[src/rtl/ball_motion_engine.sv]
// Per-ball fixed-point motion generator: friction with low-speed smoothing, cushion
// reflection, collision rollback and pocket/respawn. Define CUSHION_DAMP_EN for lossy cushions.
//   state    | meaning
//   STOPPED  | on table, velocity zero, accepts strikes
//   ROLLING  | advancing once per frame, cushions active
//   POCKETED | hidden and frozen until respawn
module ball_motion_engine #(
    parameter int POS_W         = 11,
    parameter int VEL_W         = 12,
    parameter int FRAC_BITS     = 6,
    parameter int TABLE_X       = 60,
    parameter int TABLE_Y       = 90,
    parameter int TABLE_W       = 520,
    parameter int TABLE_H       = 270,
    parameter int WOOD_W        = 20,
    parameter int BALL_SIZE     = 16,
    parameter int INIT_X        = 100,
    parameter int INIT_Y        = 207,
    parameter int RESPAWN_X     = 100,
    parameter int RESPAWN_Y     = 207,
    parameter int FRICTION      = 1,
    parameter int SLOW_LIM      = 25,
    parameter int SMOOTH_FRAMES = 2,
    parameter int V_MAX         = 1023,
    parameter int DAMP_SHIFT    = 2
) (
    input  logic                    clk,
    input  logic                    reset,
    input  logic                    start_of_frame,
    input  logic                    strike,
    input  logic signed [VEL_W-1:0] strike_vx,
    input  logic signed [VEL_W-1:0] strike_vy,
    input  logic                    collision,
    input  logic signed [VEL_W-1:0] collision_vx,
    input  logic signed [VEL_W-1:0] collision_vy,
    input  logic                    scored,
    input  logic                    respawn,
    output logic [POS_W-1:0]        top_left_x,
    output logic [POS_W-1:0]        top_left_y,
    output logic signed [VEL_W-1:0] velocity_x,
    output logic signed [VEL_W-1:0] velocity_y,
    output logic                    moving,
    output logic                    visible,
    output logic                    bounce
);
    localparam int PW  = POS_W + FRAC_BITS + 1;
    localparam int PXW = PW - FRAC_BITS;
    localparam int CW  = $clog2(SMOOTH_FRAMES + 2);

    typedef logic signed [PW-1:0]    pos_t;
    typedef logic signed [PXW-1:0]   pix_t;
    typedef logic signed [VEL_W-1:0] vel_t;
    typedef logic [CW-1:0]           cnt_t;
    typedef enum logic [1:0] {STOPPED, ROLLING, POCKETED} ballState_t;

`ifdef CUSHION_DAMP_EN
    localparam bit DAMP_ON = 1'b1;
`else
    localparam bit DAMP_ON = 1'b0;
`endif

    localparam pix_t X_LO = pix_t'(TABLE_X + WOOD_W);
    localparam pix_t X_HI = pix_t'(TABLE_X + TABLE_W - WOOD_W - BALL_SIZE);
    localparam pix_t Y_LO = pix_t'(TABLE_Y + WOOD_W);
    localparam pix_t Y_HI = pix_t'(TABLE_Y + TABLE_H - WOOD_W - BALL_SIZE);
    localparam pos_t FX_LO   = pos_t'((TABLE_X + WOOD_W) * (2 ** FRAC_BITS));
    localparam pos_t FX_HI   = pos_t'((TABLE_X + TABLE_W - WOOD_W - BALL_SIZE) * (2 ** FRAC_BITS));
    localparam pos_t FY_LO   = pos_t'((TABLE_Y + WOOD_W) * (2 ** FRAC_BITS));
    localparam pos_t FY_HI   = pos_t'((TABLE_Y + TABLE_H - WOOD_W - BALL_SIZE) * (2 ** FRAC_BITS));
    localparam pos_t FX_INIT = pos_t'(INIT_X * (2 ** FRAC_BITS));
    localparam pos_t FY_INIT = pos_t'(INIT_Y * (2 ** FRAC_BITS));
    localparam pos_t FX_RESP = pos_t'(RESPAWN_X * (2 ** FRAC_BITS));
    localparam pos_t FY_RESP = pos_t'(RESPAWN_Y * (2 ** FRAC_BITS));
    localparam vel_t VMAX    = vel_t'(V_MAX);
    localparam vel_t FRIC    = vel_t'(FRICTION);
    localparam vel_t SLOW    = vel_t'(SLOW_LIM);
    localparam cnt_t SMOOTH  = cnt_t'(SMOOTH_FRAMES);

    ballState_t state, stateN;
    pos_t posX, posY, savedX, savedY, posXN, posYN, savedXN, savedYN;
    vel_t velX, velY, velXN, velYN;
    cnt_t cntX, cntY, cntXN, cntYN;
    logic bounceR, bounceN;
    pix_t pixX, pixY;
    logic hitXLo, hitXHi, hitYLo, hitYHi;

    function automatic vel_t saturate(input vel_t v);
        if (v > VMAX) return VMAX;
        if (v < -VMAX) return -VMAX;
        return v;
    endfunction

    function automatic vel_t reflect(input vel_t v);
        vel_t mag;
        mag = v[VEL_W-1] ? -v : v;
        mag = mag - (DAMP_ON ? (mag >>> DAMP_SHIFT) : '0);
        return v[VEL_W-1] ? mag : -mag;
    endfunction

    function automatic logic isFast(input vel_t v);
        return (v >= SLOW) || (v <= -SLOW);
    endfunction

    function automatic logic decDue(input vel_t v, input cnt_t c);
        return (v != '0) && (isFast(v) || (c == SMOOTH));
    endfunction

    function automatic cnt_t nextCount(input vel_t v, input cnt_t c);
        if (v == '0) return '0;
        if (isFast(v)) return c;
        if (c == SMOOTH) return '0;
        return c + 1'b1;
    endfunction

    // Friction moves toward zero but never past it.
    function automatic vel_t decMag(input vel_t v);
        if (!v[VEL_W-1]) return (v > FRIC) ? v - FRIC : '0;
        return (v < -FRIC) ? v + FRIC : '0;
    endfunction

    function automatic pos_t extend(input vel_t v);
        return {{(PW-VEL_W){v[VEL_W-1]}}, v};
    endfunction

    assign pixX   = posX[PW-1:FRAC_BITS];
    assign pixY   = posY[PW-1:FRAC_BITS];
    assign hitXLo = (state == ROLLING) && (pixX <= X_LO) && velX[VEL_W-1];
    assign hitXHi = (state == ROLLING) && (pixX >= X_HI) && !velX[VEL_W-1] && (velX != '0);
    assign hitYLo = (state == ROLLING) && (pixY <= Y_LO) && velY[VEL_W-1];
    assign hitYHi = (state == ROLLING) && (pixY >= Y_HI) && !velY[VEL_W-1] && (velY != '0);

    always_comb begin
        stateN  = state;
        posXN   = posX;
        posYN   = posY;
        savedXN = savedX;
        savedYN = savedY;
        velXN   = velX;
        velYN   = velY;
        cntXN   = cntX;
        cntYN   = cntY;
        bounceN = 1'b0;
        if (scored) begin
            stateN = POCKETED;
            velXN  = '0;
            velYN  = '0;
        end else if (respawn && (state == POCKETED)) begin
            stateN  = STOPPED;
            posXN   = FX_RESP;
            posYN   = FY_RESP;
            savedXN = FX_RESP;
            savedYN = FY_RESP;
            cntXN   = '0;
            cntYN   = '0;
        end else if (hitXLo || hitXHi || hitYLo || hitYHi) begin
            if (hitXLo || hitXHi) begin
                velXN = reflect(velX);
                posXN = hitXLo ? FX_LO : FX_HI;
            end
            if (hitYLo || hitYHi) begin
                velYN = reflect(velY);
                posYN = hitYLo ? FY_LO : FY_HI;
            end
            bounceN = 1'b1;
        end else if (strike && (state == STOPPED)) begin
            velXN = saturate(strike_vx);
            velYN = saturate(strike_vy);
            if ((velXN != '0) || (velYN != '0)) stateN = ROLLING;
        end else if (collision && (state != POCKETED)) begin
            posXN = savedX;
            posYN = savedY;
            velXN = saturate(collision_vx);
            velYN = saturate(collision_vy);
            if ((state == STOPPED) && ((velXN != '0) || (velYN != '0))) stateN = ROLLING;
        end else if (start_of_frame && (state == ROLLING)) begin
            savedXN = posX;
            savedYN = posY;
            posXN   = posX + extend(velX);
            posYN   = posY + extend(velY);
            velXN   = decDue(velX, cntX) ? decMag(velX) : velX;
            velYN   = decDue(velY, cntY) ? decMag(velY) : velY;
            cntXN   = nextCount(velX, cntX);
            cntYN   = nextCount(velY, cntY);
            if ((velXN == '0) && (velYN == '0)) stateN = STOPPED;
        end
    end

    always_ff @(posedge clk) begin
        if (reset) begin
            state   <= STOPPED;
            posX    <= FX_INIT;
            posY    <= FY_INIT;
            savedX  <= FX_INIT;
            savedY  <= FY_INIT;
            velX    <= '0;
            velY    <= '0;
            cntX    <= '0;
            cntY    <= '0;
            bounceR <= 1'b0;
        end else begin
            state   <= stateN;
            posX    <= posXN;
            posY    <= posYN;
            savedX  <= savedXN;
            savedY  <= savedYN;
            velX    <= velXN;
            velY    <= velYN;
            cntX    <= cntXN;
            cntY    <= cntYN;
            bounceR <= bounceN;
        end
    end

    assign top_left_x = posX[FRAC_BITS +: POS_W];
    assign top_left_y = posY[FRAC_BITS +: POS_W];
    assign velocity_x = velX;
    assign velocity_y = velY;
    assign moving     = (state == ROLLING);
    assign visible    = (state != POCKETED);
    assign bounce     = bounceR;
endmodule
[config.mk]
export PLATFORM = sky130hd
export DESIGN_NAME = ball_motion_engine
export DESIGN_NICKNAME = d
export VERILOG_FILES = /design/src/rtl/ball_motion_engine.sv
export SDC_FILE = /design/constraint.sdc
export NUM_CORES = 1
export LEC_CHECK = 0
export ABC_CLOCK_PERIOD_IN_PS = 3500
export CORE_MARGIN = 2
export CORE_UTILIZATION = 26
export DETAILED_ROUTE_END_ITERATION = 16
export SLEW_MARGIN = 20
export SYNTH_ARGS = -nofsm -noshare
export SYNTH_HDL_FRONTEND = slang
export SYNTH_SLANG_ARGS = --single-unit
[constraint.sdc]
create_clock -name clk -period 3.5 [get_ports clk]
set_input_delay 0.525 -clock clk [delete_from_list [all_inputs] [get_ports clk]]
set_output_delay 0.525 -clock clk [all_outputs]
set_load 0.01 [all_outputs]
[After elaboration in Yosys (flattened, before gate mapping)]
Cells that the tools add are included.
Word-level totals
  output and inout bits: 49
  register bits: 103
Operators by class
  mux-type cells: 236
  reductions and logical operators: 57
  equal/unequal tests: 18
  bitwise logic cells: 3
  magnitude comparators: 20
  $add $sub $neg: 12
Operators with widths (count)
  12-bit two-way mux: 70
  18-bit two-way mux: 22
  1-bit two-way mux: 111
  12-bit nonzero test: 6
  2-bit two-way mux: 31
  12-bit by 11-bit greater-than comparator with 1-bit output, second input constant: 4
  12-bit zero test: 4
  12-bit by 11-bit < comparator with 1-bit output, second input constant: 4
  12-bit negator: 4
  18-bit by 12-bit adder with 18-bit output: 2
  12-bit by 1-bit adder with 12-bit output, second input constant: 2
  12-bit by 6-bit >= comparator with 1-bit output, second input constant: 2
  12-bit by 2-bit greater-than comparator with 1-bit output, second input constant: 2
  12-bit by 6-bit <= comparator with 1-bit output, second input constant: 2
  12-bit by 8-bit <= comparator with 1-bit output, second input constant: 2
  12-bit by 1-bit < comparator with 1-bit output, second input constant: 2
  12-bit by 1-bit subtractor with 12-bit output, second input constant: 2
  1-bit logical AND: 18
  16-bit two-way mux: 1
  15-bit two-way mux: 1
  5-bit AND reduction: 3
  12-bit by 10-bit >= comparator with 1-bit output, second input constant: 1
  12-bit by 11-bit >= comparator with 1-bit output, second input constant: 1
  1-bit logical OR: 10
  other kinds (20): 39

[Depth between registers and ports, before layout]
Gate-level depths: netlist of run 1.
  word-level depth: 33
  mapped depth: 14
  mapped depth without buffers: 12

[Worst setup path before layout of run 1]
No wires, ideal clock.
  path type: register to register
  start point: reg velX[1], in the netlist velocity_x[1]
  end point: reg savedX[4]
  data required time: 3372 ps
  arrival: 3040 ps
  slack: 333 ps
  setup time: 128 ps
  clock period less this slack: 3167 ps
  buffers on the path: 4
  cell stages (with the launch flop): 14
  cell sequence: dfxtp_1 clkbuf_1 inv_1 ha_1 or4b_4 nor2_4 a31oi_2 or4_1 buf_4 or2_1 buf_6 buf_6 a22oi_2 nor2_1
On the way
  word-level cells in the longest chain between the ends: 7
Ends and longest elaborated chain
  start: declaration: RTL line 81  | vel_t velX, velY, velXN, velYN;
  start signal: assignment: RTL line 206  | velX <= velXN;
  12-bit nonzero test: RTL line 128  | assign hitXHi = (state == ROLLING) && (pixX >= X_HI) && !velX[VEL_W-1] && (velX != '0);
  1-bit logical AND: RTL line 128
  1-bit logical OR (3 in series): RTL line 155  | end else if (hitXLo || hitXHi || hitYLo || hitYHi) begin
  2-bit inequality test (no line)
  5-bit AND reduction (no line)
  end signal: assignment: RTL line 204  | savedX <= savedXN;
  end: declaration: RTL line 80  | pos_t posX, posY, savedX, savedY, posXN, posYN, savedXN, savedYN;
No other way between the ends.
A chain may end at the register's enable or synchronous reset.

[Final worst setup path of run 1]
  start point: reg velX[1], in the netlist velocity_x[1]
  end point: reg velX[10], in the netlist velocity_x[10]
On the way
  word-level cells in the longest chain between the ends: 15
  elaborated cells on any way between the ends: 37
  those cells by class: 4 x add/sub; 4 x order compare; 1 x eq/ne; 18 x mux; 10 x reduce/logical
Ends and longest elaborated chain
  12-bit by 1-bit subtractor with 12-bit output / 12-bit by 2-bit greater-than comparator with 1-bit output (equally long branches): RTL line 117  | if (!v[VEL_W-1]) return (v > FRIC) ? v - FRIC : '0;
  12-bit two-way mux (2 in series): RTL line 117
  12-bit two-way mux: RTL line 118  | return (v < -FRIC) ? v + FRIC : '0;
  12-bit two-way mux: RTL line 175  | end else if (start_of_frame && (state == ROLLING)) begin
  12-bit two-way mux: RTL line 169  | end else if (collision && (state != POCKETED)) begin
  12-bit two-way mux: RTL line 165  | end else if (strike && (state == STOPPED)) begin
  12-bit two-way mux: RTL line 155
  12-bit two-way mux: RTL line 147  | end else if (respawn && (state == POCKETED)) begin
  12-bit two-way mux: RTL line 143  | if (scored) begin
  12-bit two-way mux: RTL line 180  | velXN = decDue(velX, cntX) ? decMag(velX) : velX;
  12-bit two-way mux: RTL line 175
  12-bit two-way mux: RTL line 169
  12-bit two-way mux: RTL line 165
  12-bit two-way mux: RTL line 155
Parallel ways exist; a longest one is shown, timed or not. The select of a mux whose other input is x is not followed.

==> flow_summary_export.csv, run 1 <==
group,metric,value,unit
cts,cts_max_level,3,
worst_setup_path,crit_fanout,12,
global_route,grt_usage,18.2,%
worst_setup_path,path_class,"reg -> reg",
yosys,synth_top_area_share,22.0,%
cells_and_area,n_fill_cell,3702,
yosys,synthMuxAreaShare,1.74,%
drt,ant_nets,0,
cts,cts_sinks,103,
floorplan,die_w,194,um
placement,place_congestion,0.923,
yosys,synthAdderAreaFrac,6.57,%
floorplan,die_h,194,um
yosys,synth_ff_type,"dfxtp_1",
worst_setup_path,crit_chain,"inv_1, ha_1, or4b_4, nor2_4, a31oi_2, or4_1, buf_4, nor2_1, buf_4, nand2_1, a211oi_1, a311o_1",
pwr,p_int,2.45,mW
yosys,netlist_area,9370,sq um
drt,post-route-drc-count,0,
yosys,synth.area.top_cells,"dfxtp_1 (22%), a21oi_1 (6.6%), ha_1 (6.1%)",
cells_and_area,layout-drive-gt1-share,11.4,%
worst_setup_path,critPathArrivalTime,3.59,ns
global_route,grt_start_max_net_pins,77,
yosys,synth-simple-area-share,26.3,%
yosys,async_flop_share,0,%
cells_and_area,area_growth,21.6,%
cts,cts_tree,"yes",
drt,wl,34.9,mm
placement,placedCellCount,1817,
pwr,irDropWorstVdd,0.000249,V
cts,postCtsSetupBuffers,0,
drt,viasPerCell,5.63,
yosys,ys_seq_area_share,22.0,%
sta,setup_violations,0,
yosys,syn_avg_cell_area,7.35,sq um
sta,finClkSkew,0.0136,ns
pwr,power_leakage,4.22,nW
sta,slew_headroom,47.1,%
yosys,yosysUniqueCellTypes,86,
cts,cts_hold_buffers,0,
min_path,min_path_type,"reg -> reg",
yosys,synth_top_family_by_area,"compound AO/OA/AOI/OAI gates",
sta,finalCriticalPeriod,3.27,ns
sta,fmax,305,MHz
global_route,grt_pass1_vias,9962,
worst_setup_path,critical_path.startpoint_type,"flop",
cts,cts.clk_slew.worst_paths,0.09,ns
cts,clk_path_buf_depth,2,
worst_setup_path,crit_slowest_cell,"or4_1",
cells_and_area,n_antenna_cell,0,
status,outcome,"finished, final reports clean",
worst_setup_path,cp_top_family,"simple AND/OR/NAND/NOR gates",
floorplan,rows,69,
yosys,synthCells,1274,
sta,final_hold_viol_count,0,
cells_and_area,fin_cells,1833,
pwr,p_sw,1.73,mW
worst_setup_path,crit_top_cell,"buf_4",
pwr,p_comb_share,43.6,%
pwr,powerDensity,368,nW/um^2
sta,rsz0062_at_grt,"no",
global_route,antenna_found_initial,1,
cts,ctsResizeCount,0,
floorplan,io_pins,104,
floorplan,core,35500,sq um
yosys,syn_nets,1377,
yosys,synth-compound-area-share,33.7,%
worst_setup_path,max_stage_delay,0.56,ns
worst_setup_path,endpoint_kind,"flop",
worst_setup_path,cp.required,3.82,ns
floorplan,initial_utilization,26.4,%
yosys,synth_seq_cells,103,
yosys,synth_edf_count,0,
cts,clk-insertion-delay-late,0.38,ns
sta,fin_tns_setup,0,ns
floorplan,die_area,37600,sq um
cts,cts-root-buf,"clkbuf_16",
drt,drt_iter0_drc,1064,
worst_setup_path,cp_num_buf_inv,3,
global_route,grt_pass1_wl,55.6,mm
pwr,sw_frac_of_total,41.4,%
cells_and_area,layout.nets,1470,
placement,numPortBuffers,103,
drt,vias,10300,
cts,cts_made_buffers,9,
pwr,clockPowerShare,26.1,%
sta,timing.final.max_slew_violations,0,
yosys,yosysTopAreaCell,"dfxtp_1",
global_route,overflow,0,
yosys,yosys_warnings,0,
drt,first_pass_iters,6,
yosys,synth_xor_area_share,2.71,%
pwr,p_seq_share,30.3,%
drt,wl_per_cell,19.1,um
sta,tightest_slew,0.793,ns
placement,dp_hpwl,26.3,mm
sta,period_share,93.6,%
flow_run,max_cap_violations,0,
worst register-to-register path, stage by stage (launching register included):
cell	delay, ns
dfxtp_1	0.32
inv_1	0.17
ha_1	0.20
or4b_4	0.51
nor2_4	0.15
a31oi_2	0.14
or4_1	0.56
buf_4	0.22
nor2_1	0.11
buf_4	0.20
nand2_1	0.14
a211oi_1	0.30
a311o_1	0.19
logic make-up (layout without fill, tap and decap cells):
family,Yosys count,count (layout)
compound gates,459,459
xor+xnor,29,29
fa+ha+maj,48,48
buf+inv,134,232
flops,103,103
mux,16,16
simple gates,485,485
power groups by stage:
stage,combinational [mW],sequential (mW),clock (mW)
detailed placement,1.79,1.30,0
floorplan,1.14,1.29,0
CTS,1.80,1.27,1.11
global route,1.99,1.28,1.15
global placement,1.78,1.30,0
finish,1.82,1.27,1.09
Yosys cell counts, drive strengths merged (22+ instances only):
cell / count
nor2: 131
a21oi: 124
nand2: 112
dfxtp: 103
o21ai: 81
clkbuf: 63
ha: 46
nor3: 45
buf: 44
nand3: 41
a22oi: 40
inv: 27
nand2b: 27
nor4: 25
a31oi: 23
nor2b: 23
a211oi: 22
stage by stage:
| step | hold WS, ns | cell area (sq um) | utilization (%) | setup slack (ns) | total power, mW |
|---|---|---|---|---|---|
| after global placement | 0.456 | 11100 | 31.2 | 0.00903 | 3.07 |
| final | 0.473 | 11400 | 32.1 | 0.225 | 4.19 |
| after global routing | 0.500 | 11400 | 32.1 | 0.0587 | 4.42 |
| after floorplan | 0.446 | 9370 | - | 0.333 | 2.43 |
| after CTS | 0.472 | 11400 | 32.1 | 0.180 | 4.17 |
| after detailed placement | 0.461 | 11100 | 31.2 | 0.0239 | 3.09 |
layout make-up:
class                   count  area (sq um)  area share, %
well taps                 461           577           5.07
flip-flops and latches    103          2060           18.1
multi-input cells        1037          6650           58.4
clock buffers               9           225           1.98
clock inverters             7          82.6          0.725
repair buffers            189          1680           14.8
inverters                  27           101          0.890
routing by layer:
layer / global-route usage, % / wire, um / vias to the layer above
li1: - / - / 4972
met5: 0 / 12 / -
met1: 25.4 / 16600 / 4938
met2: 29.0 / 15500 / 375
met4: 3.90 / 396 / 2
met3: 3.51 / 2390 / 30
final timing paths:
kind                                   start                          end  slack (ns)  cells past startpoint
setup reg to reg  velocity_x[1]$_SDFFE_PP0P_  velocity_x[10]$_SDFFE_PP0P_        0.23                     12
hold reg to reg   velocity_y[0]$_SDFFE_PP0P_   velocity_y[0]$_SDFFE_PP0P_        0.47                      2
setup / recovery  velocity_x[1]$_SDFFE_PP0P_  velocity_x[10]$_SDFFE_PP0P_        0.23                     12
hold / removal    velocity_y[0]$_SDFFE_PP0P_   velocity_y[0]$_SDFFE_PP0P_        0.47                      2
placed cells by master (no fill, tap or decap), types with 23 or more instances in the layout:
| cell type | instances |
|---|---|
| nor2_1 | 127 |
| o21ai_0 | 78 |
| clkdlybuf4s50_1 | 102 |
| nand2b_1 | 27 |
| nor4_1 | 23 |
| a21oi_1 | 124 |
| inv_1 | 27 |
| nor2b_1 | 23 |
| buf_4 | 85 |
| dfxtp_1 | 103 |
| nand2_1 | 111 |
| ha_1 | 46 |
| nor3_1 | 43 |
| nand3_1 | 41 |
state kept, by name, summed over array words and instances, names as in the netlist:
signal and flops:
bounce 1, cntX 2, cntY 2, posX 18, posY 18, savedX 18
savedY 18, state 2, velocity_x 12, velocity_y 12
Note: power is estimated with default switching activity, not from simulation.
==> run 2: changes to the inputs <==
- CORE_UTILIZATION: 26 -> 42
- PLACE_DENSITY_LB_ADDON: not set -> 0.08
==> run 2 against run 1 <==
  * Clock power rose by 9%
  * Largest cell class unchanged
  * Register-to-register slack improved by 0.02 ns
  * Routed wire length fell by 5.5%
  * Non-clock buffer count fell by 5
  * Critical path depth fell by 1
  * Global-route usage rose by 9.4 points
  * Critical path type unchanged
==> flow_summary_export.csv, run 2 (synthesis gave the netlist of run 1 again) <==
group,metric,value,unit
status,outcome,"finished, final reports clean",
cells_and_area,n_fill_cell,2188,
worst_setup_path,critPathArrivalTime,3.50,ns
worst_setup_path,crit_fanout,7,
floorplan,io_pins,104,
drt,drt_iter0_drc,1021,
sta,timing.final.max_slew_violations,0,
sta,fmax,307,MHz
sta,fin_tns_setup,0,ns
worst_setup_path,cp.required,3.75,ns
floorplan,die_h,153,um
drt,ant_nets,0,
floorplan,rows,54,
pwr,irDropWorstVdd,0.000234,V
worst_setup_path,cp-endpoint,"state[0]$_SDFFE_PP0P_",
min_path,min_path_type,"reg -> reg",
worst_setup_path,cp_top_family,"compound AO/OA/AOI/OAI gates",
cells_and_area,layout.nets,1465,
cells_and_area,layout-drive-gt1-share,11.2,%
floorplan,core,21800,sq um
drt,wl,33.0,mm
drt,first_pass_iters,6,
worst_setup_path,path_depth,11,
cells_and_area,design_area,11200,sq um
drt,post-route-drc-count,0,
global_route,grt_pass1_wl,52.8,mm
worst_setup_path,crit_slowest_cell,"a21boi_0",
worst_setup_path,max_stage_delay,0.69,ns
cts,cts_max_level,3,
pwr,power_leakage,4.20,nW
pwr,powerDensity,382,nW/um^2
worst_setup_path,reg2reg_slack,0.25,ns
sta,tightest_slew,0.814,ns
worst_setup_path,cp_num_buf_inv,2,
floorplan,initial_utilization,42.9,%
cells_and_area,final_cell_mix,"nor2_1 (127), a21oi_1 (124), nand2_1 (111)",
worst_setup_path,regToRegEndpoint,"state[0]$_SDFFE_PP0P_",
cts,cts_made_buffers,9,
floorplan,die_w,153,um
cts,cts-root-buf,"clkbuf_16",
cts,clk_path_buf_depth,2,
global_route,grt_pass1_vias,9661,
sta,finClkSkew,0.0118,ns
placement,place_congestion,0.902,
worst_setup_path,startpoint,"velocity_x[1]$_SDFFE_PP0P_",
cts,cts_tree,"yes",
worst_setup_path,worst_r2r_path_depth,11,
sta,setup_violations,0,
cts,cts_sinks,103,
placement,dp_hpwl,24.7,mm
cts,cts.clk_slew.worst_paths,0.08,ns
cells_and_area,seq_area,2060,sq um
floorplan,die_area,23500,sq um
worst_setup_path,endpoint_kind,"flop",
sta,finalCriticalPeriod,3.25,ns
cts,clk-insertion-delay-late,0.37,ns
cells_and_area,final_common_cell,"nor2_1",
worst_setup_path,path_class,"reg -> reg",
worst_setup_path,critical_path.startpoint_type,"flop",
sta,final_hold_viol_count,0,
worst_setup_path,rr_startpoint,"velocity_x[1]$_SDFFE_PP0P_",
worst_setup_path,crit_chain,"inv_1, ha_1, buf_4, nor3b_1, o211ai_1, a21boi_0, a21oi_1, a211o_1, nor4b_1, and4b_1, a31oi_1",
drt,wl_per_cell,20.1,um
sta,rsz0062_at_grt,"no",
cells_and_area,n_antenna_cell,0,
placement,placed_cell_area,10800,sq um
placement,numPortBuffers,103,
placement,pre_cts_slack,0.0644,ns
cts,postCtsSetupBuffers,0,
sta,slew_headroom,45.3,%
global_route,grt_usage,27.6,%
global_route,antenna_found_initial,1,
sta,period_share,93.0,%
flow_run,max_cap_violations,0,
sta,setup_ws,0.245,ns
cells_and_area,area_growth,19.1,%
cells_and_area,multiInputGateArea,6670,sq um
global_route,grt_start_max_net_pins,46,
global_route,overflow,0,
drt,viasPerCell,6.26,
drt,vias,10300,
## run 2: cell count changes in the layout (fill, tap and decap cells not counted)
cell / delta
buf_4: -4
a21boi_0: +1
o311ai_2: +1
a21boi_1: -1
bufinv_16: +2
clkinv_8: -2
clkbuf_8: +1
or4_1: -1
buf_12: -1
o311ai_1: -1
inv_8: -1
or4_4: +1
## run 2: layer usage
layer | GRT usage, % | share of wire (%)
met5 | 0 | 0
met4 | 9.17 | 2.3
met3 | 5.02 | 8.0
met2 | 42.2 | 44
met1 | 39.2 | 46
## run 2: through the flow
step	cells	util, %	hold WS (ns)	total power [mW]
CTS	1647	51.0	0.480	4.24
floorplan	1274	-	0.446	2.43
finish	1647	51.1	0.479	4.26
global placement	1631	49.5	0.466	3.06
global route	1647	51.1	0.509	4.48
detailed placement	1631	49.5	0.471	3.06
## run 2: worst register-to-register path, delay by kind of cell (launching register included)
family | cells | cell delay [ns]
AOI/OAI and AO/OA | 5 | 1.38
DFF | 1 | 0.32
adders and majority gates | 1 | 0.20
buffers and inverters | 2 | 0.32
and+or+nand+nor | 3 | 0.92
## run 2: report_power, final
part           switching, mW  total, mW  leakage (nW)  internal [mW]
registers             0.0553       1.26         0.834           1.21
logic                   1.08       1.81          3.20          0.727
clock network          0.525       1.19         0.163          0.661
## run 2: what timing repair did
action,in CTS,in global routing
hold buffers,0,0
endpoints found under the setup margin,0,1
endpoints found under the hold margin,0,0
resized for setup,0,1
## run 2: worst min path at each step
stage                            start               endpoint  slack [ns]  depth (start not counted)
6_report       savedY[12]$_SDFFE_PP1P_  posY[12]$_SDFFE_PP1P_        0.48                          2
5_1_grt           cntY[1]$_SDFFE_PP0P_   cntY[1]$_SDFFE_PP0P_        0.51                          2
4_1_cts        savedY[12]$_SDFFE_PP1P_  posY[12]$_SDFFE_PP1P_        0.48                          2
3_5_place_dp      posX[3]$_SDFFE_PP0P_   posX[3]$_SDFFE_PP0P_        0.47                          2
3_3_place_gp      cntY[1]$_SDFFE_PP0P_   cntY[1]$_SDFFE_PP0P_        0.47                          2
2_1_floorplan     cntY[1]$_SDFFE_PP0P_   cntY[1]$_SDFFE_PP0P_        0.45                          2
## run 2: layout make-up
| class | count | area share (%) |
|---|---|---|
| Multi-Input combinational cell | 1037 | 59.8 |
| Sequential cell | 103 | 18.5 |
| Timing Repair Buffer | 184 | 14.7 |
| Tap cell | 280 | 3.14 |
| Clock buffer | 10 | 2.14 |
| Inverter | 27 | 0.909 |
| Clock inverter | 6 | 0.886 |
==> run 3: changes to the inputs <==
- TNS_END_PERCENT: not set -> 100
==> results of run 3 <==
No change in the layout: final DEF, timing and power equal those of run 2.
